--- src/rtl/registrador_piso_serial.sv ---
// rtl/registrador_piso_serial.sv - parallel-in/serial-out transmit register
// Captures a word on ld and shifts it out one bit per enabled cycle, falling-edge clocked.

module registrador_piso_serial #(
   parameter int WIDTH     = 4,
   parameter bit LSB_FIRST = 1'b1
) (
   input  logic             clock,
   input  logic             reset,
   input  logic             ld,
   input  logic [WIDTH-1:0] d,
   input  logic             en,
   output logic             so,
   output logic             so_valid,
   output logic             busy,
   output logic             done
);

   localparam int CNT_W = $clog2(WIDTH);
   localparam logic [CNT_W-1:0] LAST = CNT_W'(WIDTH - 1);

   typedef enum logic [1:0] {
      IDLE  = 2'b00,
      SHIFT = 2'b01,
      DONE  = 2'b10
   } state_t;

   state_t             state;
   logic [WIDTH-1:0]   sreg;
   logic [CNT_W-1:0]   cnt;
   logic               out_bit;

   always_ff @(negedge clock) begin
      if (reset) begin
         state <= IDLE;
         sreg  <= '0;
         cnt   <= '0;
      end else begin
         case (state)
            IDLE, DONE: begin
               if (ld) begin
                  sreg  <= d;
                  cnt   <= '0;
                  state <= SHIFT;
               end else begin
                  state <= IDLE;
               end
            end
            SHIFT: begin
               if (en) begin
                  if (cnt == LAST) begin
                     state <= DONE;
                  end else begin
                     // move the next bit toward whichever end drives so
                     sreg <= LSB_FIRST ? (sreg >> 1) : (sreg << 1);
                     cnt  <= cnt + 1'b1;
                  end
               end
            end
            default: state <= IDLE;
         endcase
      end
   end

   assign out_bit  = LSB_FIRST ? sreg[0] : sreg[WIDTH-1];
   assign so_valid = (state == SHIFT);
   assign busy     = (state == SHIFT);
   assign done     = (state == DONE);
   assign so       = (state == SHIFT) ? out_bit : 1'b0;

endmodule

--- config.mk ---
export PLATFORM = sky130hd
export DESIGN_NAME = registrador_piso_serial
export DESIGN_NICKNAME = d
export VERILOG_FILES = /design/src/rtl/registrador_piso_serial.sv
export SDC_FILE = /design/constraint.sdc
export NUM_CORES = 1
export LEC_CHECK = 0
export CAP_MARGIN = 20
export CORE_AREA = 4 4 41 43
export DETAILED_ROUTE_END_ITERATION = 10
export DIE_AREA = 0 0 45 47
export PLACE_DENSITY = 0.61
export SETUP_SLACK_MARGIN = 0.05
export SLEW_MARGIN = 10
export SYNTH_ARGS = -nofsm -noshare
export SYNTH_HDL_FRONTEND = slang
export SYNTH_SLANG_ARGS = --single-unit
--- constraint.sdc ---
create_clock -name clock -period 3.1 [get_ports clock]
set_clock_uncertainty 0.15 [all_clocks]
set_input_delay 0.775 -clock clock [delete_from_list [all_inputs] [get_ports clock]]
set_output_delay 0.775 -clock clock [all_outputs]
set_load 0.02 [all_outputs]
==> results.json <==
{
  "path_cells": "nand2b_4, clkinv_4, and2_4, buf_6",
  "syn_inst": 49,
  "ys_seq_area_share_pct": 40.63,
  "yosys_warnings": 0,
  "antenna_left": 0,
  "final_common_cell": "buf_4",
  "die_area_mm2": 0.002115,
  "rsz0062_at_grt": "true",
  "status": "complete, but fails checks",
  "synth_area_leaders": "dfxtp_1 41%, nand2_1 9.5%, o31ai_1 5.7%",
  "cts_tree": "done",
  "die_w_um": 45,
  "cts_sinks": 8,
  "yosys.area.top_type_share_pct": 40.63,
  "pin_count": 12,
  "drive_gt1_share_pct": 39.53,
  "cts.path.max_buffers": 2,
  "grt_max_degree": 7,
  "h-tree-depth": 1,
  "critPathRequiredTime_ns": 2.17,
  "critPathArrivalTime_ns": 2.63,
  "cts_root_buf": "clkbuf_4",
  "clk_pin_slew_ns": 0.04,
  "avgViaCountPerCell": 4.762,
  "fp.dieH_um": 47,
  "hold_class": "reg -> reg",
  "final_cell_mix": "17 x buf_4, 10 x nand2_1, 10 x inv_1",
  "post_drt_wl_per_cell_um": 10.26,
  "port_buffers": 11,
  "crit_path_max_fanout": 5,
  "cpPeakStageDelay_ns": 0.31,
  "slew_headroom_pct": 85.83,
  "placed_cell_area_um2": 630.6,
  "fin_ws_ns": -0.4574,
  "place_congestion": 0.7636,
  "clk_latency_ns": 0.32,
  "n_antenna_cell": 0,
  "crit_path_top_delay_cell": "dfxtp_2",
  "peakVddDrop_mv": 0.2236,
  "netlist_area_um2": 394.1,
  "critPathLaunchType": "flip-flop",
  "synth.distinct_cells": 19,
  "drt-total-wl_um": 1036,
  "violations": "negative setup slack",
  "num_rows": 13,
  "cts_hold_buf": 0,
  "power_uw": 312.0,
  "start_util_pct": 30.29,
  "grt_antenna_before_repair": 0,
  "crit_type": "reg -> out",
  "maxSlewViolCount": 0,
  "finalSetupViolCount": 4,
  "nets": 97,
  "grt_pass1_wl_um": 1683,
  "grtUsageTotal_pct": 11.25,
  "drtIter0Drc": 2,
  "postLayoutCellArea_um2": 733.2,
  "cp_top_family": "flip-flops",
  "core_area_mm2": 0.001301,
  "synth_area_per_cell_um2": 8.043,
  "p_per_area_mw_per_mm2": 425.6,
  "ys_ff_latch": 8,
  "areaGrowthSynthToFinish_pct": 86.03,
  "cp-end-kind": "output pin",
  "drv_cap": 0,
  "hold_violations": 0,
  "leakagePower_uw": 0.0003600,
  "numCtsBuffers": 3,
  "critical_path_buf_inv_count": 2,
  "vias": 481,
  "grt_pass1_vias": 465,
  "overflow": 0,
  "synth_largest_area_cell": "dfxtp_1",
  "drc": 0,
  "worstMarginPinSlew_ns": 0.2107,
  "dr.pass1.iters": 4,
  "fillers": 134,
  "syn_nets": 58,
  "dp_hpwl_um": 729.9
}
layout make-up:
| class | instances | area [um2] | share of cell area [%] |
|---|---|---|---|
| timing repair buffer | 28 | 235.2 | 32.08 |
| clock inverter | 8 | 30.03 | 4.096 |
| clock buffer | 3 | 22.52 | 3.072 |
| multi-input combinational | 36 | 247.7 | 33.79 |
| inverter | 3 | 16.27 | 2.218 |
| sequential | 8 | 162.7 | 22.18 |
| tap | 15 | 18.77 | 2.560 |
repair_timing:
item	4_1_cts	5_1_grt
pin swaps	1	0
setup buffers	2	3
resized for setup	26	8
setup endpoints to repair	12	6
path summary, 6_finish.rpt:
path                               end  cells past startpoint      from  slack, ns
worst max-delay path                so                      4  state[1]      -0.46
worst min-delay path            cnt[1]                      2    cnt[1]       0.31
worst max register to register  cnt[0]                      4    cnt[0]       1.58
worst min register to register  cnt[1]                      2    cnt[1]       0.31
per-layer routing:
layer | up-vias | global-route usage, % | wire [um]
met5 | - | 0 | 0
met4 | 0 | 8.772 | 27
met3 | 5 | 5.747 | 66
met2 | 13 | 17.80 | 479
met1 | 215 | 11.24 | 463
li1 | 248 | - | -
power by group:
| group | leakage [uW] | internal [uW] | switching, uW |
|---|---|---|---|
| combinational | 0.000237 | 43.8 | 31.6 |
| clock | 0.0000564 | 58.3 | 61.4 |
| sequential | 0.0000666 | 111 | 5.51 |
registers in the layout (all words and copies together) (netlist names):
register  count
state         2
sreg          4
cnt           2
cell families after synthesis:
group | synth area share, %
AND/OR/NAND/NOR | 31.43
AO/OA/AOI/OAI | 19.05
flip-flops | 40.63
buffers and inverters | 5.714
adder cells (fa/ha/maj) | 3.174
tightest hold or removal path, cell delays in order (launching register included):
cell	delay (ns)
dfxtp_1	0.30
nand3_1	0.06
a21oi_1	0.06
metrics by stage:
stage          worst slack [ns]  utilization (%)  instances  hold WS [ns]  TNS (ns)
2_1_floorplan           -0.1099                -         49        0.2921   -0.2616
4_1_cts                 -0.4548            52.31         98        0.3138    -1.610
3_5_place_dp            -0.6560            48.46         86        0.3087    -6.234
5_1_grt                 -0.4947            56.35        101        0.3403    -1.890
3_3_place_gp            -0.6060            48.46         86        0.3032    -6.072
6_report                -0.4574            56.35        101        0.3101    -1.748
synth_stat cells:
cell type and n:
buf_4 1, nor2_1 1, dfxtp_1 8, a311oi_1 1, nor2b_1 2, and2_1 1, a31oi_1 3, nand2_1 10
o21ai_0 1, nor3_1 1, inv_1 4, and4bb_2 1, a21oi_1 4, o31ai_1 3, nand4bb_1 1, nand2b_1 3
nand3_1 2, ha_1 1, or3_1 1
Note: power is estimated with default switching activity, not from simulation.
